File: src/rtl/mux_seq_pkg.sv
// mux_seq_pkg: shared types and defaults for the mux scan sequencer.
//   state_t   : sequencer FSM states (IDLE, SCAN, DONE)
//   sel_width : select width for an N-input mux (log2, minimum 1)
//   DEF_*     : default mux size and derived select/count widths
package mux_seq_pkg;

    typedef enum logic [1:0] {
        IDLE,
        SCAN,
        DONE
    } state_t;

    function automatic int unsigned sel_width(input int unsigned n);
        return (n < 2) ? 1 : $clog2(n);
    endfunction

    localparam int unsigned DEF_N_IN  = 64;
    localparam int unsigned DEF_SEL_W = sel_width(DEF_N_IN);
    localparam int unsigned DEF_CNT_W = DEF_SEL_W + 1;

endpackage

File: src/rtl/mux_scan_sequencer_if.sv
// mux_scan_sequencer_if: handshake bundle between the layer controller,
// the sequencer and the downstream consumer.
//   start/count     : scan request and number of inputs to scan
//   slc             : mux select (current index)
//   out_valid/ready : item handshake toward the consumer
//   first/last      : item position markers
//   busy/done       : scan status and completion pulse
//   en_mask         : per-input enable (only with MUX_SEQ_MASK_EN)
// modport master: the sequencer; modport slave: controller/consumer side.
interface mux_scan_sequencer_if
    import mux_seq_pkg::*;
#(
    parameter int unsigned N_IN  = DEF_N_IN,
    parameter int unsigned SEL_W = DEF_SEL_W,
    parameter int unsigned CNT_W = DEF_CNT_W
) ();

    logic             start;
    logic [CNT_W-1:0] count;
    logic [SEL_W-1:0] slc;
    logic             out_valid;
    logic             out_ready;
    logic             first;
    logic             last;
    logic             busy;
    logic             done;
`ifdef MUX_SEQ_MASK_EN
    logic [N_IN-1:0]  en_mask;
`endif

    modport master (
        input  start,
        input  count,
        input  out_ready,
`ifdef MUX_SEQ_MASK_EN
        input  en_mask,
`endif
        output slc,
        output out_valid,
        output first,
        output last,
        output busy,
        output done
    );

    modport slave (
        output start,
        output count,
        output out_ready,
`ifdef MUX_SEQ_MASK_EN
        output en_mask,
`endif
        input  slc,
        input  out_valid,
        input  first,
        input  last,
        input  busy,
        input  done
    );

endinterface

File: src/rtl/mux_seq_next_idx.sv
// mux_seq_next_idx: combinational priority search for the lowest enabled
// index strictly above idx and strictly below limit.
//   mask     : per-index enable
//   idx      : current index (search starts at idx+1)
//   limit    : exclusive upper bound (scan count)
//   next_idx : lowest qualifying index (0 when none)
//   has_next : a qualifying index exists
module mux_seq_next_idx
    import mux_seq_pkg::*;
#(
    parameter int unsigned N_IN  = DEF_N_IN,
    parameter int unsigned SEL_W = DEF_SEL_W,
    parameter int unsigned CNT_W = DEF_CNT_W
) (
    input  logic [N_IN-1:0]  mask,
    input  logic [SEL_W-1:0] idx,
    input  logic [CNT_W-1:0] limit,
    output logic [SEL_W-1:0] next_idx,
    output logic             has_next
);

    always_comb begin
        next_idx = '0;
        has_next = 1'b0;
        for (int unsigned j = 0; j < N_IN; j++) begin
            if (!has_next && mask[j] &&
                (CNT_W'(j) > {1'b0, idx}) && (CNT_W'(j) < limit)) begin
                next_idx = SEL_W'(j);
                has_next = 1'b1;
            end
        end
    end

endmodule

File: src/rtl/mux_scan_sequencer.sv
// mux_scan_sequencer: drives the select of an external N_IN-input mux so a
// group of lanes is serialized into one valid/ready stream.
//   clk : rising-edge clock
//   rst : synchronous active-high reset
//   bus : mux_scan_sequencer_if.master (start/count in, slc/out_valid/
//         first/last/busy/done out, out_ready in, optional en_mask in)
// Optional feature macro: MUX_SEQ_MASK_EN (skip masked-off indices with no
// bubble cycles; a scan with no enabled index in range behaves as empty).
module mux_scan_sequencer
    import mux_seq_pkg::*;
#(
    parameter int unsigned N_IN  = DEF_N_IN,
    parameter int unsigned SEL_W = sel_width(N_IN),
    parameter int unsigned CNT_W = SEL_W + 1
) (
    input  logic                  clk,
    input  logic                  rst,
    mux_scan_sequencer_if.master  bus
);

    state_t           state;
    logic [CNT_W-1:0] cnt_q;
    logic [SEL_W-1:0] slc_q;
    logic             valid_q;
    logic             first_q;
    logic             last_q;
    logic             busy_q;
    logic             done_q;

    logic [CNT_W-1:0] cnt_cl;
    logic             start_empty;
    logic [SEL_W-1:0] start_idx;
    logic             start_last;
    logic [SEL_W-1:0] step_idx;
    logic             step_last;

    always_comb begin
        cnt_cl = (bus.count > CNT_W'(N_IN)) ? CNT_W'(N_IN) : bus.count;
    end

`ifdef MUX_SEQ_MASK_EN
    // Keep a one-ahead pointer (nxt_q) so each step needs only one search:
    // last is simply "no enabled index beyond the next one".
    logic [N_IN-1:0]  mask_q;
    logic [SEL_W-1:0] nxt_q;
    logic             zero_en;
    logic [SEL_W-1:0] f_next;
    logic             f_has;
    logic [SEL_W-1:0] fl_next;
    logic             fl_has;
    logic [SEL_W-1:0] s_next;
    logic             s_has;

    mux_seq_next_idx #(.N_IN(N_IN), .SEL_W(SEL_W), .CNT_W(CNT_W)) u_first (
        .mask     (bus.en_mask),
        .idx      ('0),
        .limit    (cnt_cl),
        .next_idx (f_next),
        .has_next (f_has)
    );

    mux_seq_next_idx #(.N_IN(N_IN), .SEL_W(SEL_W), .CNT_W(CNT_W)) u_first_la (
        .mask     (bus.en_mask),
        .idx      (start_idx),
        .limit    (cnt_cl),
        .next_idx (fl_next),
        .has_next (fl_has)
    );

    mux_seq_next_idx #(.N_IN(N_IN), .SEL_W(SEL_W), .CNT_W(CNT_W)) u_step (
        .mask     (mask_q),
        .idx      (nxt_q),
        .limit    (cnt_q),
        .next_idx (s_next),
        .has_next (s_has)
    );

    always_comb begin
        // The search is strictly above idx, so index 0 is tested separately.
        zero_en     = bus.en_mask[0] && (cnt_cl != '0);
        start_idx   = zero_en ? '0 : f_next;
        start_empty = !(zero_en || f_has);
        start_last  = !fl_has;
        step_idx    = nxt_q;
        step_last   = !s_has;
    end
`else
    always_comb begin
        start_empty = (cnt_cl == '0);
        start_idx   = '0;
        start_last  = (cnt_cl == CNT_W'(1));
        step_idx    = slc_q + SEL_W'(1);
        step_last   = (({1'b0, slc_q} + CNT_W'(2)) == cnt_q);
    end
`endif

    always_ff @(posedge clk) begin
        if (rst) begin
            state   <= IDLE;
            cnt_q   <= '0;
            slc_q   <= '0;
            valid_q <= 1'b0;
            first_q <= 1'b0;
            last_q  <= 1'b0;
            busy_q  <= 1'b0;
            done_q  <= 1'b0;
`ifdef MUX_SEQ_MASK_EN
            mask_q  <= '0;
            nxt_q   <= '0;
`endif
        end else begin
            unique case (state)
                IDLE: begin
                    done_q <= 1'b0;
                    slc_q  <= '0;
                    if (bus.start) begin
                        cnt_q  <= cnt_cl;
                        busy_q <= 1'b1;
`ifdef MUX_SEQ_MASK_EN
                        mask_q <= bus.en_mask;
                        nxt_q  <= fl_next;
`endif
                        if (start_empty) begin
                            state  <= DONE;
                            done_q <= 1'b1;
                        end else begin
                            state   <= SCAN;
                            valid_q <= 1'b1;
                            slc_q   <= start_idx;
                            first_q <= 1'b1;
                            last_q  <= start_last;
                        end
                    end
                end
                SCAN: begin
                    if (bus.out_ready) begin
                        first_q <= 1'b0;
                        if (last_q) begin
                            state   <= DONE;
                            valid_q <= 1'b0;
                            last_q  <= 1'b0;
                            slc_q   <= '0;
                            done_q  <= 1'b1;
                        end else begin
                            slc_q  <= step_idx;
                            last_q <= step_last;
`ifdef MUX_SEQ_MASK_EN
                            nxt_q  <= s_next;
`endif
                        end
                    end
                end
                DONE: begin
                    state  <= IDLE;
                    done_q <= 1'b0;
                    busy_q <= 1'b0;
                end
                default: state <= IDLE;
            endcase
        end
    end

    always_comb begin
        bus.slc       = slc_q;
        bus.out_valid = valid_q;
        bus.first     = first_q;
        bus.last      = last_q;
        bus.busy      = busy_q;
        bus.done      = done_q;
    end

endmodule

File: src/flat_wrapper.sv
// flat-port wrapper written by rule: the top's interface ports become plain ports
module mux_scan_sequencer_flat import mux_seq_pkg::*;
#(
    parameter int unsigned N_IN  = DEF_N_IN,
    parameter int unsigned SEL_W = sel_width(N_IN),
    parameter int unsigned CNT_W = SEL_W + 1
)
  (clk, rst, bus_start, bus_count, bus_out_ready, bus_slc, bus_out_valid, bus_first, bus_last, bus_busy, bus_done);
  mux_scan_sequencer_if #(.N_IN(N_IN), .SEL_W(SEL_W), .CNT_W(CNT_W)) bus_i ();
  input  logic clk;
  input  logic rst;
  input wire logic [$bits(bus_i.start)-1:0] bus_start;
  input wire logic [$bits(bus_i.count)-1:0] bus_count;
  input wire logic [$bits(bus_i.out_ready)-1:0] bus_out_ready;
  output wire logic [$bits(bus_i.slc)-1:0] bus_slc;
  output wire logic [$bits(bus_i.out_valid)-1:0] bus_out_valid;
  output wire logic [$bits(bus_i.first)-1:0] bus_first;
  output wire logic [$bits(bus_i.last)-1:0] bus_last;
  output wire logic [$bits(bus_i.busy)-1:0] bus_busy;
  output wire logic [$bits(bus_i.done)-1:0] bus_done;
  assign bus_i.start = bus_start;
  assign bus_i.count = bus_count;
  assign bus_i.out_ready = bus_out_ready;
  assign bus_slc = bus_i.slc;
  assign bus_out_valid = bus_i.out_valid;
  assign bus_first = bus_i.first;
  assign bus_last = bus_i.last;
  assign bus_busy = bus_i.busy;
  assign bus_done = bus_i.done;
  mux_scan_sequencer #(.N_IN(N_IN), .SEL_W(SEL_W), .CNT_W(CNT_W)) u_core (.clk(clk), .rst(rst), .bus(bus_i));
endmodule
File: config.mk
export PLATFORM = sky130hd
export DESIGN_NAME = mux_scan_sequencer_flat
export DESIGN_NICKNAME = d
export VERILOG_FILES = /design/src/rtl/mux_seq_pkg.sv /design/src/rtl/mux_scan_sequencer_if.sv /design/src/rtl/mux_seq_next_idx.sv /design/src/rtl/mux_scan_sequencer.sv /design/src/flat_wrapper.sv
export SDC_FILE = /design/constraint.sdc
export NUM_CORES = 1
export LEC_CHECK = 0
export CORE_AREA = 4 4 51 53
export DETAILED_ROUTE_END_ITERATION = 10
export DIE_AREA = 0 0 55 57
export PLACE_DENSITY = 0.8
export RECOVER_POWER = 25
export SLEW_MARGIN = 25
export SYNTH_ARGS = -nofsm -noshare
export SYNTH_HDL_FRONTEND = slang
export SYNTH_SLANG_ARGS = --single-unit
File: constraint.sdc
create_clock -name clk -period 4.7 [get_ports clk]
set_clock_uncertainty 0.15 [all_clocks]
set_input_delay 0.705 -clock clk [delete_from_list [all_inputs] [get_ports clk]]
set_output_delay 0.705 -clock clk [all_outputs]
set_load 0.01 [all_outputs]
Yosys cells after proc, flatten, opt, wreduce, memory -nomap -nowiden:

Cells that the tools add are included.

* register bits after elaboration: 20
* bits in latches: 0
* bits in writable memories: 0
* bits in read-only memories: 0
* output and inout port bits: 11
* logic and storage cells: 59
* memories: 0

* add/subtract/negate cells: 2
* $mul: 0
* divide/modulo/power cells: 0
* magnitude comparators: 1
* equal/unequal tests: 8
* shifts and indexed selects: 0
* muxes and demuxes: 28
* bitwise operators: 0
* reduce and logical (&&, ||, !) cells: 12

Operator list (count)
* 2-to-1 mux 1 bit: 14
* 2-to-1 mux 6 bit: 2
* case mux 6 bit (2 select lines): 1
* 2-to-1 mux 2 bit: 4
* case mux 1 bit (2 select lines): 4
* adder 6 x 2 -> 7 bit, second input constant: 1
* equality test 7 x 1 -> 1 bit, second input constant: 1
* equality test 7 bit: 1
* greater-than comparator 7 bit, second input constant: 1
* logical NOT 7 bit: 1
* 2-to-1 mux 7 bit: 1
* adder 6 x 1 -> 6 bit, second input constant: 1
* != test 2 bit, second input constant: 3
* AND reduction 2 bit: 3
* AND reduction 3 bit: 2
* AND reduction 5 bit: 1
* case mux 2 bit (2 select lines): 1
* AND reduction 4 bit: 1
* nonzero test 2 bit: 2
* case mux 1 bit (3 select lines): 1
* nonzero test 3 bit: 1
* equality test 2 x 1 -> 1 bit, second input constant: 1
* equality test 2 bit, second input constant: 1
* logical NOT 2 bit: 1
* != test 2 x 1 -> 1 bit, second input constant: 1

Longest topological paths before layout:

Gate-level depths: netlist of run 1.

* depth in word-level cells: 6
* depth in mapped cells: 9
* depth with buffers taken out: 7

Worst setup path before layout of run 1:

Ideal clock, no wire load.

* path type: input-to-reg
* start point: input bus_count[1]
* end point: register u_core.state[1]
* library setup time: 0.095 ns
* arrival: 1.826 ns
* data required time: 4.455 ns
* path slack: 2.629 ns
* stages: 4
* cell sequence: or4_4 nor4_4 o21ai_0 a221oi_1

* longest elaborated chain between the ends: 6

Ends and longest elaborated chain
* from (decl): line flat_wrapper.sv:13 `input wire logic [$bits(bus_i.count)-1:0] bus_count;`
* greater-than comparator 7 bit: line mux_scan_sequencer.sv:38 `cnt_cl = (bus.count > CNT_W'(N_IN)) ? CNT_W'(N_IN) : bus.count;`
* 2-to-1 mux 7 bit *: line mux_scan_sequencer.sv:38
* logical NOT 7 bit *: line mux_scan_sequencer.sv:89 `start_empty = (cnt_cl == '0);`
* 2-to-1 mux 2 bit *: line mux_scan_sequencer.sv:123 `if (start_empty) begin`
* 2-to-1 mux 2 bit *: line mux_scan_sequencer.sv:116 `if (bus.start) begin`
* case mux 2 bit (2 select lines) *: line mux_scan_sequencer.sv:112 `unique case (state)`
* to (signal assigned): line mux_scan_sequencer.sv:99 `state <= IDLE;`
* to (signal assigned): line mux_scan_sequencer.sv:124 `state <= DONE;`
* to (signal assigned): line mux_scan_sequencer.sv:127 `state <= SCAN;`
* to (decl): line mux_scan_sequencer.sv:21 `state_t state;`

Mark *: on every way between the ends. The rest lies on a longest branch, timed or not. The select of a mux whose other input is x is not followed.
A chain may end at the register's enable or synchronous reset.

Final worst setup path of run 1:

Same ends and word-level chain as after synthesis.

==> run metrics, run 1 <==
outcome=finished clean; initial DRC count=19; Max-slew headroom=0.5160; Final nets=around 170; Num CTS Buffers=3; Pwr Density=299.3 mW/mm^2; Hold EP=u_core.cnt_q[6]; ratio of cells with drive above 1 in the final layout=0.04516; Worst Reg-to-Reg Cells=6; Worst Setup End Kind=flip-flop; DRC=0; CTS tree=built; Final Hold Viols=0; fin crit share=0.4877; FF+latch count, synth=20; max-slew violation count=0; pin count of the biggest net entering global routing=21; worst reg2reg startpoint=u_core.state[1]; final setup fails=0; Yosys top cell by area=dfxtp_1; detailed-route via count=1063; clk_lat worst skew=320 ps; max_cap viols=0; highest clock rate=about 440 MHz; GRT overflow=0; H-tree depth=1; Syn-to-layout area delta=22.98%; Die W=~55 microns; vias per std cell=around 5.8; first-pass GRT wire length=between 4000 and 5000 microns; Cell Count, Final, Fillers Out=183; WL/cell=~14 microns; reg2reg setup slack=roughly 2700 ps; # IOs=22; crit-path max cell delay=560 ps; clk buf depth=2; worst path cell trace=clkdlybuf4s50_1 -> or4_4 -> nor4_4 -> o21ai_0 -> a221oi_1; YS warnings=0; critical path's slowest cell=or4_4; Post-DRT Antenna Nets=0; RSZ-0062 raised after global routing=no; Initial Utilization=0.5195; Mapped Avg Cell Area=about 8.2 sq um; Synth top area share=0.3587; Worst-Margin Slew=723.7 ps; Tot Pwr=0.4107 mW; DP HPWL=around 1900 microns; GRT Total Usage=0.1887; top cells by area, synth=dfxtp_1 36%, ha_1 6.7%, nor2_1 6.4%, a21oi_1 6.3%, nand2_1 4.7%; Worst Hold Launch=u_core.cnt_q[6]; Worst Path Required=approximately 4800 ps; drt pass-1 iters=4; Syn Std Cell Area=about 0.0011 sq mm; post-route cell area=between 0.001 and 0.0015 sq mm; area post-placement=0.001336 sq mm; # diodes=0; number of global-route vias before repair=roughly 1k; Unique masters post-synth=33; Lkg Pwr=around 0.51 nW; core area=0.002148 sq mm; Synth Net Count=roughly 150; hold path depth=2; Clock Tree Root=clkbuf_4; Post-CTS Setup Inserts=0; clk sinks=20; arrival time worst endpoint=about 2400 ps; DIE AREA=0.003135 sq mm; register area share after synthesis=0.3587; crit path time final=about 2300 ps; initial antenna violation count=0; routability cong.=~0.80; Clock Pin Slew Worst Setup and Hold Paths=between 100 and 150 ps; maximum vdd drop=roughly 0.23 mV; Cells after DPL=around 180; Worst R2R End=u_core.bus.slc[5]; Die Ht=approximately 57 microns; post-synthesis cell count=between 100 and 150; setup TNS=0 ps; # port buffers=21; Resize count post-CTS=0; final WL=between 2000 and 3000 microns; Worst Hold Class=reg -> reg; CP Launch Type=input port; Hold-fix buffers, CTS=0; worst-path fanout max=4; Crit Path Class=in -> reg; FP Rows=17
worst max path at each step:
stage / start / to / slack (ps)
after global routing: bus_count[1] / u_core.state[1] / 2230
after detailed placement: bus_count[1] / u_core.state[1] / 2080
after CTS: u_core.bus.slc[0] / bus_slc[0] / 2400
after global placement: bus_count[1] / u_core.state[1] / 2120
after floorplan: bus_count[1] / u_core.state[1] / 2630
final: bus_count[1] / u_core.state[1] / 2410
report_power, final:
group | switching (mW) | internal (mW) | leakage, nW
combinational | 0.0591 | 0.0501 | 0.328
clock | 0.0583 | 0.0474 | 0.0210
sequential | 0.0125 | 0.183 | 0.163
total | 0.130 | 0.281 | 0.512
worst max-delay path, delay by kind of cell:
| family | cells | cell delay, ps |
|---|---|---|
| AO/OA/AOI/OAI | 2 | 470 |
| AND/OR/NAND/NOR | 2 | 780 |
| buffers and inverters | 1 | 410 |
cell usage in the layout, fill, tap and decap left out, types with 2 or more instances in the layout:
| master | netlist | final |
|---|---|---|
| ha_1 | 6 | 6 |
| nor2_1 | 19 | 19 |
| nor3b_1 | 7 | 7 |
| nand3_1 | 5 | 5 |
| o21ai_0 | 5 | 5 |
| dfxtp_1 | 20 | 20 |
| clkdlybuf4s50_1 | 0 | 19 |
| xor2_1 | 2 | 2 |
| mux2i_1 | 2 | 2 |
| dlygate4sd3_1 | 0 | 2 |
| xnor2_1 | 5 | 5 |
| a22oi_1 | 2 | 2 |
| clkbuf_4 | 0 | 3 |
| inv_1 | 4 | 4 |
| nor3_1 | 2 | 2 |
| nand2_1 | 14 | 14 |
| a21oi_1 | 14 | 14 |
| a311oi_1 | 4 | 4 |
| nor2b_1 | 3 | 3 |
| nand2b_1 | 2 | 2 |
final cells by class:
| cell class | count | area (sq um) |
|---|---|---|
| clock buffer | 4 | 36.28 |
| fill | 194 | 775.7 |
| inverter | 4 | 15.01 |
| multi-input combinational | 106 | 675.6 |
| sequential | 20 | 400.4 |
| tap | 28 | 35.03 |
| timing repair buffer | 21 | 210.2 |
cell usage after synthesis, drive strengths merged:
library cell,instances
mux2i,2
buf,2
and3,1
nand4,1
nor3b,7
a22oi,2
inv,4
nor2,19
o311ai,1
nor2b,3
a311oi,4
a21oi,14
or3,1
xor2,2
nor4,1
o2111ai,1
or4,1
nand2,14
o211a,1
a221oi,1
nand4b,1
o22ai,1
nor3,2
mux2,1
o21ai,5
nand2b,2
ha,6
dfxtp,20
nand3,5
a41oi,1
and3b,1
clkbuf,4
xnor2,5
flip-flops by register name, indices dropped and copies added, names as in the netlist:
register              flops
u_core.bus.first          1
u_core.cnt_q              7
u_core.bus.done           1
u_core.bus.out_valid      1
u_core.bus.busy           1
u_core.bus.slc            6
u_core.bus.last           1
u_core.state              2
routing by layer:
metal / global-route usage / vias up / wire [microns]
met5: 0 / - / 0
met4: 0.08333 / 0 / 50
met2: 0.2939 / 31 / 1221
met1: 0.2561 / 508 / 1120
li1: - / 519 / -
met3: 0.02350 / 5 / 114
per-stage QoR:
stage	hold slack, ps	setup WS, ps	utilization
after global placement	308.8	2124	0.6220
final	326.0	2408	0.6389
after global routing	355.7	2233	0.6389
after CTS	329.1	2401	0.6389
after floorplan	298.8	2629	-
after detailed placement	311.8	2076	0.6220
kinds of logic (layout without fill, tap and decap cells):
group           Yosys count  count (layout)  share of synthesized area
compound gates           31              31                     0.1760
xor+xnor                  7               7                    0.05493
fa+ha+maj                 6               6                    0.06726
mux                       3               3                    0.02803
buf+inv                  10              29                    0.03587
simple gates             59              59                     0.2792
flops                    20              20                     0.3587
(Power assumes the default switching activity.)
==> run 2: changes to the inputs <==
--- a/config.mk
+++ b/config.mk
@@ -5,10 +5,10 @@
 export SDC_FILE = /design/constraint.sdc
 export NUM_CORES = 1
 export LEC_CHECK = 0
-export CORE_AREA = 4 4 51 53
+export CORE_AREA = 4 4 53 55
 export DETAILED_ROUTE_END_ITERATION = 10
-export DIE_AREA = 0 0 55 57
-export PLACE_DENSITY = 0.8
+export DIE_AREA = 0 0 57 59
+export PLACE_DENSITY = 0.74
 export RECOVER_POWER = 25
 export SLEW_MARGIN = 25
 export SYNTH_ARGS = -nofsm -noshare
==> constraint.sdc (replaced) <==
create_clock -name clk -period 2.4 [get_ports clk]
set_clock_uncertainty 0.15 [all_clocks]
set_input_delay 0.36 -clock clk [delete_from_list [all_inputs] [get_ports clk]]
set_output_delay 0.36 -clock clk [all_outputs]
set_load 0.01 [all_outputs]
==> run metrics, run 2 (synthesis gave the netlist of run 1 again) <==
WL/cell=14.58 microns; Worst Hold Class=reg -> reg; ratio of cells with drive above 1 in the final layout=0.05096; GRT Total Usage=0.1725; # diodes=0; Final nets=around 180; RSZ-0062 raised after global routing=no; initial DRC count=26; Clock Pin Slew Worst Setup and Hold Paths=120 ps; initial antenna violation count=0; commonest non-fill, non-tap cell in the layout=clkdlybuf4s50_1; Max-slew headroom=0.5026; Syn-to-layout area delta=25.67%; drt pass-1 iters=4; Worst Setup End Kind=flip-flop; clk sinks=20; setup TNS=0 ps; vias per std cell=approximately 5.7; # IOs=22; clk_lat worst skew=310 ps; Final Hold Viols=0; Initial Utilization=0.4675; DIE AREA=0.003363 sq mm; final WL=about 2700 microns; GRT met3 Usage=0.04357; Post-DRT Antenna Nets=0; pin count of the biggest net entering global routing=21; detailed-route via count=about 1.1k; max_cap viols=0; GRT overflow=0; FP Rows=18; GR Layer Usage met2=0.3377; Pwr Density=631.3 mW/mm^2; CP Launch Type=flip-flop; max-slew violation count=0; fin crit share=0.8703; crit path time final=about 2100 ps; H-tree depth=1; worst path cell trace=inv_1 -> ha_1 -> and3b_1 -> nand2_1 -> or3_1 -> a21oi_1; Num CTS Buffers=3; Die Ht=between 50 and 60 microns; number of global-route vias before repair=approximately 1.1k; crit-path max cell delay=roughly 370 ps; max reg flops=7; routability cong.=between 0.8 and 0.9; highest clock rate=about 480 MHz; CTS tree=built; Resize count post-CTS=0; Hold-fix buffers, CTS=0; arrival time worst endpoint=2160 ps; Largest Register=u_core.cnt_q; Die W=57 microns; clk buf depth=2; first-pass GRT wire length=about 4600 microns; DP HPWL=around 2000 microns; final setup fails=0; critical path's slowest cell=ha_1; Post-CTS Setup Inserts=0; worst-path fanout max=10; most frequent cells in the layout=21 x clkdlybuf4s50_1, 20 x dfxtp_1, 19 x nor2_1, 14 x nand2_1, 14 x a21oi_1; DRC=0; Worst Path Required=approximately 2500 ps; Global Route met1 Usage=0.1871; Crit Path Class=reg -> reg; area post-placement=0.001354 sq mm; outcome=finished clean; Clock Tree Root=clkbuf_4; gr busiest metal=met2; Lkg Pwr=0.5246 nW; Worst-Margin Slew=743.7 ps; maximum vdd drop=approximately 0.53 mV; post-route cell area=between 0.001 and 0.0015 sq mm; core area=approximately 0.0024 sq mm; # port buffers=21
[run 2: changes by cell type in the layout (fill, tap and decap cells not counted), sizes merged]
| cell | before | now |
|---|---|---|
| buf | 0 | 1 |
| dlygate4sd3 | 2 | 0 |
| bufinv | 0 | 1 |
| clkdlybuf4s50 | 19 | 21 |
[run 2: final timing paths]
path / from / end / slack [ps] / depth (start not counted)
worst max-delay path: u_core.state[1] / u_core.bus.slc[5] / 310 / 6
worst min-delay path: u_core.cnt_q[6] / u_core.cnt_q[6] / 340 / 2
worst max register to register: u_core.state[1] / u_core.bus.slc[5] / 310 / 6
worst min register to register: u_core.cnt_q[6] / u_core.cnt_q[6] / 340 / 2
[run 2: worst max-delay path: cells and delay by family, from the launching register on]
| kind | cells | cell delay [ps] |
|---|---|---|
| buffers and inverters | 1 | 100 |
| AO/OA/AOI/OAI | 1 | 180 |
| flip-flops | 1 | 350 |
| AND/OR/NAND/NOR | 3 | 830 |
| adder cells (fa/ha/maj) | 1 | 370 |
[run 2: layout make-up]
| type | instances | area, sq um |
|---|---|---|
| Inverter | 4 | 15.01 |
| Multi-Input combinational cell | 106 | 675.6 |
| Clock buffer | 3 | 22.52 |
| Timing Repair Buffer | 23 | 221.5 |
| Sequential cell | 20 | 400.4 |
| Clock inverter | 1 | 30.03 |
| Tap cell | 30 | 37.54 |
| Fill cell | 238 | 984.7 |
[run 2: where the power goes]
part / total [mW] / leakage, nW / switching [mW] / internal [mW]
Sequential: 0.384 / 0.163 / 0.0245 / 0.359
Clock: 0.279 / 0.0279 / 0.110 / 0.169
Combinational: 0.223 / 0.333 / 0.122 / 0.102
Total: 0.886 / 0.525 / 0.256 / 0.629
[run 2: per-stage QoR]
step / instances / setup slack, ps / util / power (mW) / hold slack [ps]
floorplan: 136 / 598.8 / - / 0.5263 / 298.8
global placement: 183 / 158.5 / 0.5671 / 0.6064 / 309.7
detailed placement: 183 / 83.05 / 0.5671 / 0.6144 / 328.4
CTS: 187 / 328.3 / 0.5891 / 0.8916 / 346.7
global route: 187 / 199.9 / 0.5875 / 0.9297 / 363.1
finish: 187 / 311.3 / 0.5875 / 0.8855 / 341.4
[run 2: metal layers]
| layer | wire [microns] | vias to the layer above | share of wire |
|---|---|---|---|
| met1 | 1108 | 513 | 0.41 |
| met3 | 115 | 2 | 0.042 |
| met5 | 0 | - | 0 |
| met4 | 16 | 0 | 0.0059 |
| met2 | 1485 | 26 | 0.54 |
| li1 | - | 526 | - |
==> run 3: changes to the inputs <==
--- a/config.mk
+++ b/config.mk
@@ -8,7 +8,7 @@
 export CORE_AREA = 4 4 53 55
 export DETAILED_ROUTE_END_ITERATION = 10
 export DIE_AREA = 0 0 57 59
-export PLACE_DENSITY = 0.74
+export PLACE_DENSITY_LB_ADDON = 0.25
 export RECOVER_POWER = 25
 export SLEW_MARGIN = 25
 export SYNTH_ARGS = -nofsm -noshare
==> constraint.sdc (replaced) <==
create_clock -name clk -period 2.3 [get_ports clk]
set_clock_uncertainty 0.15 [all_clocks]
set_input_delay 0.345 -clock clk [delete_from_list [all_inputs] [get_ports clk]]
set_output_delay 0.345 -clock clk [all_outputs]
set_load 0.01 [all_outputs]
==> run metrics, run 3 (synthesis gave the netlist of run 1 again) <==
# diodes=0; max reg flops=7; Num CTS Buffers=3; maximum vdd drop=between 0.3 and 0.4 mV; max_cap viols=0; Worst Hold Class=reg -> reg; critical path's slowest cell=ha_1; initial antenna violation count=0; Resize count post-CTS=0; Clock Tree Root=clkbuf_4; number of global-route vias before repair=about 1k; # IOs=22; Worst Path Required=approximately 2400 ps; Lkg Pwr=0.5266 nW; Pwr Density=about 650 mW/mm^2; worst-path fanout max=10; detailed-route via count=1034; Largest Register=u_core.cnt_q; highest clock rate=about 490 MHz; worst path cell trace=inv_1 -> ha_1 -> and3b_1 -> nand2_1 -> or3_1 -> a21oi_1; Initial Utilization=0.4675; crit-path max cell delay=370 ps; Post-CTS Setup Inserts=0; Crit. path cell count=6; routability cong.=0.8340; RSZ-0062 raised after global routing=no; setup TNS=0 ps; Worst Setup End Kind=flip-flop; pin count of the biggest net entering global routing=21; Clock Pin Slew Worst Setup and Hold Paths=approximately 120 ps; most frequent cells in the layout=20 x clkdlybuf4s50_1, 20 x dfxtp_1, 19 x nor2_1, 14 x nand2_1, 14 x a21oi_1; DP HPWL=1956 microns; DRC=0; clk sinks=20; first-pass GRT wire length=4360 microns; outcome=finished clean; drt pass-1 iters=4; final setup fails=0; Final nets=approximately 180; CP Launch Type=flip-flop; clk_lat worst skew=300 ps; ratio of cells with drive above 1 in the final layout=0.05096; Syn-to-layout area delta=25.67%; max-slew violation count=0; Worst Reg-to-Reg Cells=6; WL/cell=between 10 and 15 microns; FILL cells=~230; Critical path buffers and inverters=1; clk buf depth=2; arrival time worst endpoint=between 2000 and 2500 ps; DIE AREA=approximately 0.0034 sq mm; # port buffers=21; fin crit share=0.8809; final WL=2588 microns; Worst-Margin Slew=741.2 ps; Crit path max-delay family=simple AND/OR/NAND/NOR gates; crit path time final=roughly 2000 ps; Hold-fix buffers, CTS=0; Die Ht=just under 60 microns; core area=around 0.0024 sq mm; Die W=approximately 57 microns; FP Rows=18; Crit Path Class=reg -> reg; GRT Total Usage=0.1615; Max-slew headroom=0.5043; GRT overflow=0; Post-DRT Antenna Nets=0; Tot Pwr=around 0.91 mW; hold path depth=2; Final Hold Viols=0; initial DRC count=16; H-tree depth=1; CTS tree=built; vias per std cell=~5.5
-- run 3: power by group --
group / internal, mW / switching (mW)
logic: 0.105 / 0.124
registers: 0.375 / 0.0251
clock network: 0.176 / 0.110
total: 0.655 / 0.259
-- run 3: path summary, 6_finish.rpt --
kind                    from           endpoint  slack (ps)
max          u_core.state[1]  u_core.bus.slc[5]         270
min          u_core.cnt_q[6]    u_core.cnt_q[6]         320
max reg2reg  u_core.state[1]  u_core.bus.slc[5]         270
min reg2reg  u_core.cnt_q[6]    u_core.cnt_q[6]         320
-- run 3: final cells by class --
class / count / area (sq um) / area share
Tap cell: 30 / 37.54 / 0.02676
Sequential cell: 20 / 400.4 / 0.2855
Multi-Input combinational cell: 106 / 675.6 / 0.4817
Inverter: 4 / 15.01 / 0.01070
Clock buffer: 3 / 22.52 / 0.01606
Clock inverter: 1 / 30.03 / 0.02141
Timing Repair Buffer: 23 / 221.5 / 0.1579
-- run 3: through the flow --
stage	setup slack [ps]	hold WS [ps]	cell area, sq um	instances	util
finish	274.0	324.8	1403	187	0.5875
global route	133.8	376.2	1403	187	0.5875
CTS	297.1	326.2	1406	187	0.5891
detailed placement	7.048	310.5	1354	183	0.5671
global placement	75.81	310.2	1354	183	0.5671
floorplan	498.8	298.8	1116	136	-
-- run 3: worst reg2reg max path, delay by kind of cell (launching register included) --
kind	cells	cell delay (ps)
AO/OA/AOI/OAI	1	150
adder cells (fa/ha/maj)	1	370
buffers and inverters	1	110
flip-flops	1	360
AND/OR/NAND/NOR	3	830
-- run 3: per-layer routing --
metal	track usage	wire [microns]	part of all wire
met1	0.1900	1150	0.44
met5	0	0	0
met4	0.07616	30	0.012
met2	0.2887	1315	0.51
met3	0.02397	92	0.036
